## config.mk

```make
export PLATFORM = sky130hd
export DESIGN_NAME = wb_interconnect
export DESIGN_NICKNAME = d
export VERILOG_FILES = /design/src/rtl/wb_pkg.sv /design/src/rtl/wb_addr_decoder.sv /design/src/rtl/wb_interconnect.sv
export SDC_FILE = /design/constraint.sdc
export NUM_CORES = 1
export LEC_CHECK = 0
export BUFFER_PORTS_ARGS = -buffer_cell sky130_fd_sc_hd__buf_2
export CORE_ASPECT_RATIO = 2
export CORE_MARGIN = 2
export CORE_UTILIZATION = 41
export CTS_CLUSTER_SIZE = 10
export DETAILED_ROUTE_END_ITERATION = 8
export PLACE_DENSITY = 0.76
export SETUP_SLACK_MARGIN = 0.05
export SLEW_MARGIN = 20
export SYNTH_ARGS = -nofsm -noshare
export SYNTH_HDL_FRONTEND = slang
export SYNTH_HIERARCHICAL = 1
export SYNTH_SLANG_ARGS = --single-unit
```

## constraint.sdc

```tcl
create_clock -name clk -period 1.8 [get_ports clk]
set_input_delay 0.36 -clock clk [delete_from_list [all_inputs] [get_ports clk]]
set_output_delay 0.36 -clock clk [all_outputs]
set_load 0.05 [all_outputs]
```

## src/rtl/wb_pkg.sv

```systemverilog
// Shared types and helpers for the Wishbone interconnect slice.
package wb_pkg;

  typedef enum logic [1:0] {
    IDLE = 2'd0,
    BUSY = 2'd1,
    DONE = 2'd2
  } wb_state_t;

  // Width of a slave index; a single slave still gets a 1-bit index.
  function automatic int clog2(input int n);
    int w;
    w = 1;
    while ((1 << w) < n) w++;
    return w;
  endfunction

endpackage

```

## src/rtl/wb_addr_decoder.sv

```systemverilog
// Combinational address decoder: the lowest-index slave whose base matches
// the upper address bits wins.
module wb_addr_decoder
  import wb_pkg::*;
#(
  parameter int SLAVES     = 2,
  parameter int BASE_WIDTH = 24,
  parameter int IDX_WIDTH  = clog2(SLAVES)
) (
  input  logic [BASE_WIDTH-1:0]             page,
  input  logic [SLAVES-1:0][BASE_WIDTH-1:0] slave_base,
  output logic                              hit,
  output logic [IDX_WIDTH-1:0]              idx
);

  // Scanning downwards lets the lowest matching index overwrite the others.
  always_comb begin
    hit = 1'b0;
    idx = '0;
    for (int i = SLAVES - 1; i >= 0; i--) begin
      if (page == slave_base[i]) begin
        hit = 1'b1;
        idx = IDX_WIDTH'(i);
      end
    end
  end

endmodule

```

## src/rtl/wb_interconnect.sv

```systemverilog
// Single-master, multi-slave classic Wishbone interconnect with registered
// request/response paths. Optional BUSY timeout: WB_INTERCONNECT_TIMEOUT_EN.
module wb_interconnect
  import wb_pkg::*;
#(
  parameter int SLAVES         = 2,
  parameter int ADDR_WIDTH     = 32,
  parameter int DATA_WIDTH     = 32,
  parameter int DECODE_LSB     = 8,
  parameter int TIMEOUT_CYCLES = 255
) (
  input  logic                                         clk,
  input  logic                                         rst,
  input  logic [ADDR_WIDTH-1:0]                        m_adr_i,
  input  logic [DATA_WIDTH-1:0]                        m_dat_i,
  input  logic                                         m_we_i,
  input  logic [DATA_WIDTH/8-1:0]                      m_sel_i,
  input  logic                                         m_stb_i,
  input  logic                                         m_cyc_i,
  output logic [DATA_WIDTH-1:0]                        m_dat_o,
  output logic                                         m_ack_o,
  output logic                                         m_err_o,
  input  logic [SLAVES-1:0][ADDR_WIDTH-DECODE_LSB-1:0] slave_base,
  output logic [ADDR_WIDTH-1:0]                        s_adr_o,
  output logic [DATA_WIDTH-1:0]                        s_dat_o,
  output logic                                         s_we_o,
  output logic [DATA_WIDTH/8-1:0]                      s_sel_o,
  output logic [SLAVES-1:0]                            s_cyc_o,
  output logic [SLAVES-1:0]                            s_stb_o,
  input  logic [SLAVES-1:0][DATA_WIDTH-1:0]            s_dat_i,
  input  logic [SLAVES-1:0]                            s_ack_i
);

  localparam int BASE_WIDTH = ADDR_WIDTH - DECODE_LSB;
  localparam int IDX_WIDTH  = clog2(SLAVES);

  wb_state_t              state, state_next;
  logic                   dec_hit;
  logic [IDX_WIDTH-1:0]   dec_idx, sel_idx;
  logic [SLAVES-1:0]      dec_onehot, strobe;
  logic                   accept, finish_ack, finish_err, timeout_hit;
  logic                   slave_ack;

  wb_addr_decoder #(
    .SLAVES     (SLAVES),
    .BASE_WIDTH (BASE_WIDTH),
    .IDX_WIDTH  (IDX_WIDTH)
  ) u_decoder (
    .page       (m_adr_i[ADDR_WIDTH-1:DECODE_LSB]),
    .slave_base (slave_base),
    .hit        (dec_hit),
    .idx        (dec_idx)
  );

  always_comb begin
    dec_onehot = '0;
    for (int i = 0; i < SLAVES; i++) begin
      dec_onehot[i] = (dec_idx == IDX_WIDTH'(i));
    end
  end

  assign slave_ack = s_ack_i[sel_idx];
  assign s_cyc_o   = strobe;
  assign s_stb_o   = strobe;

`ifdef WB_INTERCONNECT_TIMEOUT_EN
  logic [15:0] busy_cnt;

  always_ff @(posedge clk or negedge rst) begin
    if (!rst) begin
      busy_cnt <= '0;
    end else if (accept) begin
      busy_cnt <= '0;
    end else if (state == BUSY) begin
      busy_cnt <= busy_cnt + 16'd1;
    end
  end

  // Fires in the BUSY cycle that brings the count up to the limit.
  assign timeout_hit = (state == BUSY) && ((busy_cnt + 16'd1) == 16'(TIMEOUT_CYCLES));
`else
  assign timeout_hit = 1'b0;
`endif

  // Abort by the master takes precedence; an ack beats a coincident timeout.
  always_comb begin
    state_next = state;
    accept     = 1'b0;
    finish_ack = 1'b0;
    finish_err = 1'b0;
    case (state)
      IDLE: begin
        if (m_cyc_i && m_stb_i) begin
          if (dec_hit) begin
            accept     = 1'b1;
            state_next = BUSY;
          end else begin
            finish_err = 1'b1;
            state_next = DONE;
          end
        end
      end
      BUSY: begin
        if (!m_cyc_i) begin
          state_next = IDLE;
        end else if (slave_ack) begin
          finish_ack = 1'b1;
          state_next = DONE;
        end else if (timeout_hit) begin
          finish_err = 1'b1;
          state_next = DONE;
        end
      end
      DONE:    state_next = IDLE;
      default: state_next = IDLE;
    endcase
  end

  always_ff @(posedge clk or negedge rst) begin
    if (!rst) begin
      state   <= IDLE;
      strobe  <= '0;
      sel_idx <= '0;
      m_ack_o <= 1'b0;
      m_err_o <= 1'b0;
      m_dat_o <= '0;
      s_adr_o <= '0;
      s_dat_o <= '0;
      s_we_o  <= 1'b0;
      s_sel_o <= '0;
    end else begin
      state   <= state_next;
      m_ack_o <= finish_ack;
      m_err_o <= finish_err;
      if (accept) begin
        s_adr_o <= m_adr_i;
        s_dat_o <= m_dat_i;
        s_we_o  <= m_we_i;
        s_sel_o <= m_sel_i;
        sel_idx <= dec_idx;
        strobe  <= dec_onehot;
      end else if (state_next != BUSY) begin
        strobe <= '0;
      end
      // Writes keep the last read value on m_dat_o.
      if (finish_ack && !s_we_o) begin
        m_dat_o <= s_dat_i[sel_idx];
      end
    end
  end

endmodule

```

==> results of run 1 <==
==> Yosys cell counts, types with 2 or more instances <==
cell | count | share of area [%]
buf_12 | 3 | 1.2
buf_2 | 7 | 0.69
buf_4 | 2 | 0.29
buf_6 | 2 | 0.44
clkbuf_1 | 3 | 0.22
dfrtp_1 | 108 | 53
mux2_1 | 15 | 3.3
mux2_2 | 90 | 20
mux2_4 | 30 | 8.8
nand4_1 | 6 | 0.74
nor2_1 | 3 | 0.22
nor4_1 | 7 | 0.86
xnor2_1 | 24 | 4.1
xor2_1 | 24 | 4.1
==> stage by stage <==
step           instance area [um^2]  setup WS [ns]
6_report                       7440         -0.137
5_1_grt                        7440         -0.213
4_1_cts                        7390         -0.129
2_1_floorplan                  5150        -0.0276
3_5_place_dp                   6870         -0.654
3_3_place_gp                   6870         -0.580
==> timing repair <==
item / CTS / global route
buffers inserted: 1 / 3
endpoints found under the hold margin: 17 / 0
hold buffers: 1 / 0
gates resized for setup: 27 / 6
pin swaps: 2 / 3
endpoints found under the setup margin: 75 / 87
gates cloned: 2 / 0
==> worst min-delay path by stage <==
| stage | start | end | slack (ns) | depth (start not counted) |
|---|---|---|---|---|
| 2_1_floorplan | rst | m_ack_o | 0.06 | 0 |
| 3_3_place_gp | rst | m_dat_o[16] | 0.26 | 1 |
| 3_5_place_dp | rst | m_dat_o[16] | 0.26 | 1 |
| 4_1_cts | m_dat_i[9] | s_dat_o[9] | 0.22 | 2 |
| 5_1_grt | m_dat_i[8] | s_dat_o[8] | 0.22 | 2 |
| 6_report | m_dat_i[9] | s_dat_o[9] | 0.23 | 2 |
==> area by class of cell <==
type / count / area, um^2 / share of cell area (%)
well taps: 147 / 184 / 2.47
repair buffers: 324 / 1830 / 24.6
multi-input cells: 213 / 2390 / 32.2
clock inverters: 7 / 100 / 1.35
flip-flops and latches: 108 / 2700 / 36.3
diodes: 1 / 2.50 / 0.0336
clock buffers: 9 / 225 / 3.03
==> cell usage in the layout (no fill, tap or decap), types with 2 or more instances in the layout <==
master,instances
xnor2_2,3
mux2_4,33
inv_6,3
nor4_2,2
nor4_4,2
buf_12,5
buf_2,286
dfrtp_1,108
nand4_1,6
nor2_1,3
buf_4,23
mux2_1,12
xnor2_1,21
clkbuf_16,9
clkinv_8,2
xor2_1,21
mux2_2,90
buf_6,8
xor2_2,3
nor4_1,3
==> registers in the layout (all words and copies together) (netlist names) <==
signal / cells
m_ack_o: 1
s_cyc_o: 2
s_adr_o: 32
s_dat_o: 32
m_err_o: 1
m_dat_o: 32
sel_idx: 1
state: 2
s_sel_o: 4
s_we_o: 1
==> power by group <==
group | leakage, nW | switching [mW] | internal [mW]
combinational | 2.63 | 0.233 | 0.287
sequential | 1.51 | 0.000708 | 2.43
clock | 0.158 | 0.958 | 1.13
==> routing by layer <==
layer | up-vias | share of wire, %
li1 | 1823 | -
met1 | 1878 | 32
met2 | 190 | 58
met3 | 40 | 5.8
met4 | 0 | 4.2
met5 | - | 0
==> cells by family after synthesis <==
family,share of synthesized area [%]
simple gates,3.31
flops,53.0
compound gates,0.466
mux,32.2
buf+inv,2.82
xor+xnor,8.24
==> results.sh, run 1 <==
export IMPL_outcome="complete, but fails checks"
export IMPL_violations="negative setup slack"
export IMPL_ys_types=28
export IMPL_worst_clock_skew_ns=0.0150
export IMPL_std_cell_rows=57
export IMPL_htreeDepth=3
export IMPL_yosys_warnings=6
export IMPL_route_detailed_drc=0
export IMPL_relSlewSlack_pct=71.8
export IMPL_clock_sinks=108
export IMPL_synthesis_area_um2=5100
export IMPL_hold_path_class="input pin to register"
export IMPL_core_um2=12100
export IMPL_path_depth=11
export IMPL_cp_common_cell="buf_4"
export IMPL_power_total_mw=5.03
export IMPL_critPathKind="input pin to register"
export IMPL_use_met2_pct=38.9
export IMPL_place_gp_congestion=0.827
export IMPL_p_leak_nw=4.30
export IMPL_finalCriticalPeriod_ns=1.94
export IMPL_setup_tns_ns=-5.64
export IMPL_groute_layer_met1_usage_pct=19.8
export IMPL_grt_pass1_wl_um=21500
export IMPL_routed_wl_um=13900
export IMPL_gr_usage_all_layers_pct=20.3
export IMPL_clkTransAtPathRegs_ns=0.08
export IMPL_path_max_fanout=37
export IMPL_boundaryPins=294
export IMPL_setup_worst_path_start="m_adr_i[13]"
export IMPL_portBuffers=293
export IMPL_initial_core_util_pct=42.1
export IMPL_setup_viol=68
export IMPL_worstPathArrival_ns=2.16
export IMPL_worst_setup_path_start_kind="input pin"
export IMPL_fin_hold_ws_ns=0.230
export IMPL_crit_buf_inv=4
export IMPL_clock_fmax_ghz=0.516
export IMPL_drt_first_pass_iters=4
export IMPL_cts_tree="built"
export IMPL_finalHoldViolations=0
export IMPL_grt_most_used_layer="met2"
export IMPL_crit_path_cell_trace="buf_2 -> buf_4 -> xnor2_1 -> nand4_1 -> nor4_2 -> buf_4 -> nand3_2 -> nand2b_4 -> nand2_8 -> buf_12 -> mux2_1"
export IMPL_r2r_cells=4
export IMPL_min_period_over_period_pct=108
export IMPL_vias=3931
export IMPL_drt_initial_drc_count=100
export IMPL_grt_pass1_vias=4359
export IMPL_syn_to_final_growth_pct=45.8
export IMPL_wl_per_cell_um=17.1
export IMPL_dp_hpwl_um=10900
export IMPL_setup_worst_path_end="s_dat_o[10]"
export IMPL_dpl_cell_count=785
export IMPL_timing_rr_start="state[1]"
export IMPL_die_h_um=162
export IMPL_synthesis_nets=525
export IMPL_peakVddDrop_mv=0.672
export IMPL_cts_path_max_buffers=2
export IMPL_via_per_inst=4.86
export IMPL_grt_max_degree=47
export IMPL_crit_required_ns=2.03
export IMPL_grt_antenna_before_repair=1
export IMPL_synth_ff_type="dfrtp_1"
export IMPL_final_cells=809
export IMPL_synth_edf_count=0
export IMPL_final_net_count=843
export IMPL_ant_nets=0
export IMPL_fillers=995
export IMPL_rsz0062_at_grt="true"
export IMPL_ys_seq_area_share_pct=53.0
export IMPL_fp_dieW_um=82.9
export IMPL_drv_cap=0
export IMPL_utilization_pct=61.4
export IMPL_insertion_delay_ns=0.34
export IMPL_drive_above_1_share_pct=72.8
export IMPL_grt_ovfl_total=0
export IMPL_cts_made_buffers=9
export IMPL_postSynthCellCount=338
export IMPL_slowest_stage="mux2_1"
export IMPL_endpoint_kind="register"
export IMPL_die_area_um2=13400
export IMPL_synthArstFlopShare_pct=100
export IMPL_synth_area_per_cell_um2=15.1
export IMPL_finalMaxSlewViolations=0
export IMPL_met3_usage_pct=4.57
export IMPL_p_per_area_nw_per_um2=677
export IMPL_regToRegSetupSlack_ns=0.09
export IMPL_worst_pin_slew_ns=0.423
export IMPL_r2r_end="m_dat_o[10]"
export IMPL_synth_seq_cells=108
export IMPL_cts_root_buf="clkbuf_16"
export IMPL_cp_top_family="simple AND/OR/NAND/NOR gates"
export IMPL_crit_path_max_incr_delay_ns=0.34
export IMPL_fin_ws_ns=-0.137
(Power assumes the default switching activity.)
==> run 2: changes to the inputs <==
CTS_CLUSTER_DIAMETER = 50   (was not set)
SETUP_SLACK_MARGIN = not set   (was 0.05)
==> run 2 against run 1 <==
Compared with the run above: the run still ends with negative setup slack left; via count increased by 2.1%; sequential power about the same; fmax decreased by 1.4%; critical path type unchanged.
==> results.sh, run 2 (synthesis results as in run 1) <==
export IMPL_clock_fmax_ghz=0.509
export IMPL_final_common_cell="buf_2"
export IMPL_endpoint_kind="register"
export IMPL_wl_per_cell_um=18.0
export IMPL_final_cell_mix="buf_2 (283), dfrtp_1 (108), mux2_2 (87)"
export IMPL_portBuffers=293
export IMPL_boundaryPins=294
export IMPL_std_cell_rows=57
export IMPL_syn_to_final_growth_pct=51.4
export IMPL_grt_pass1_vias=4398
export IMPL_worst_setup_path_start_kind="input pin"
export IMPL_relSlewSlack_pct=67.2
export IMPL_utilization_pct=63.7
export IMPL_insertion_delay_ns=0.35
export IMPL_p_leak_nw=4.45
export IMPL_final_net_count=851
export IMPL_worst_pin_slew_ns=0.487
export IMPL_timing_rr_start="state[1]"
export IMPL_cts_root_buf="clkbuf_16"
export IMPL_met3_usage_pct=4.47
export IMPL_worstPathArrival_ns=2.19
export IMPL_dpl_cell_count=785
export IMPL_groute_layer_met1_usage_pct=21.3
export IMPL_drt_first_pass_iters=4
export IMPL_regToRegSetupSlack_ns=0.16
export IMPL_reg_top3="m_dat_o x32, s_adr_o x32, s_dat_o x32"
export IMPL_worst_clock_skew_ns=0.0157
export IMPL_r2r_cells=4
export IMPL_rsz0062_at_grt="true"
export IMPL_grt_max_degree=47
export IMPL_hold_depth=2
export IMPL_use_met2_pct=40.1
export IMPL_ant_nets=0
export IMPL_dp_hpwl_um=10900
export IMPL_holdPathEnd="s_dat_o[18]"
export IMPL_clkTransAtPathRegs_ns=0.08
export IMPL_initial_core_util_pct=42.1
export IMPL_grt_antenna_before_repair=1
export IMPL_p_per_area_nw_per_um2=655
export IMPL_finalHoldViolations=0
export IMPL_finalMaxSlewViolations=0
export IMPL_peakVddDrop_mv=0.669
export IMPL_min_from="m_dat_i[18]"
export IMPL_fin_hold_ws_ns=0.238
export IMPL_power_total_mw=5.06
export IMPL_gr_usage_all_layers_pct=21.2
export IMPL_setup_viol=71
export IMPL_r2r_end="m_dat_o[22]"
export IMPL_placed_cell_area_um2=6870
export IMPL_grt_pass1_wl_um=22300
export IMPL_multi_input_area_um2=2480
export IMPL_routed_wl_um=14700
export IMPL_fillers=957
export IMPL_finalCriticalPeriod_ns=1.96
export IMPL_cts_tree="built"
export IMPL_grt_most_used_layer="met2"
export IMPL_fin_ws_ns=-0.164
export IMPL_vias=4014
export IMPL_final_cells=817
export IMPL_path_max_fanout=6
export IMPL_grt_ovfl_total=0
export IMPL_pre_cts_slack_ns=-0.654
export IMPL_fp_dieW_um=82.9
export IMPL_via_per_inst=4.91
export IMPL_die_h_um=162
export IMPL_min_period_over_period_pct=109
export IMPL_cts_path_max_buffers=2
export IMPL_htreeDepth=3
export IMPL_drt_initial_drc_count=122
export IMPL_cts_made_buffers=9
export IMPL_die_area_um2=13400
export IMPL_clock_sinks=108
export IMPL_crit_required_ns=2.03
export IMPL_setup_tns_ns=-7.38
export IMPL_critPathKind="input pin to register"
export IMPL_hold_path_class="input pin to register"
export IMPL_drv_cap=0
export IMPL_seq_area_um2=2700
export IMPL_drive_above_1_share_pct=74.4
export IMPL_outcome="complete, but fails checks"
export IMPL_final_area_um2=7730
export IMPL_violations="negative setup slack"
export IMPL_route_detailed_drc=0
export IMPL_place_gp_congestion=0.827
export IMPL_core_um2=12100
run 2: cell types whose count changed in the layout (fill, tap and decap cells not counted), sizes merged:
| cell | before | now |
|---|---|---|
| clkbuf | 9 | 12 |
| buf | 323 | 328 |
run 2: power breakdown:
group          switching [mW]  internal [mW]  total, mW
Sequential           0.000752           2.43       2.43
Combinational           0.244          0.301      0.545
Clock                   0.958           1.13       2.09
Total                    1.20           3.86       5.06
run 2: worst max-delay path by stage:
| stage | slack [ns] | startpoint | cells past startpoint | end |
|---|---|---|---|---|
| 2_1_floorplan | -0.03 | m_adr_i[26] | 8 | s_dat_o[10] |
| 3_3_place_gp | -0.58 | m_adr_i[30] | 9 | s_dat_o[10] |
| 3_5_place_dp | -0.65 | m_adr_i[30] | 9 | s_dat_o[10] |
| 4_1_cts | -0.15 | m_adr_i[26] | 11 | s_dat_o[15] |
| 5_1_grt | -0.20 | m_adr_i[24] | 10 | s_adr_o[2] |
| 6_report | -0.16 | m_adr_i[10] | 12 | s_adr_o[2] |
run 2: layer usage:
layer  up-vias  part of all wire, %
met1      1926                   33
met3        46                  5.3
met4         0                  4.9
met2       196                   57
met5         -                    0
li1       1846                    -
run 2: cell type report:
type / count / area share, %
diodes: 1 / 0.0324
clock buffers: 9 / 2.91
clock inverters: 7 / 1.30
multi-input cells: 213 / 32.0
flip-flops and latches: 108 / 35.0
well taps: 147 / 2.38
repair buffers: 332 / 26.4
run 2: critical path: stages:
cell      delay (ns)
buf_2           0.11
buf_4           0.14
xnor2_2         0.13
nand4_1         0.12
nor4_2          0.28
buf_4           0.18
nand3_4         0.09
nand2b_4        0.13
nand2_8         0.09
buf_12          0.15
buf_16          0.13
mux2_4          0.29
run 2: repair_timing:
action / CTS / global route
hold buffers: 1 / 0
pin swaps: 8 / 3
buffers inserted: 3 / 6
gates cloned: 4 / 3
hold endpoints to repair: 17 / 0
setup endpoints to repair: 72 / 73
resized for setup: 31 / 21
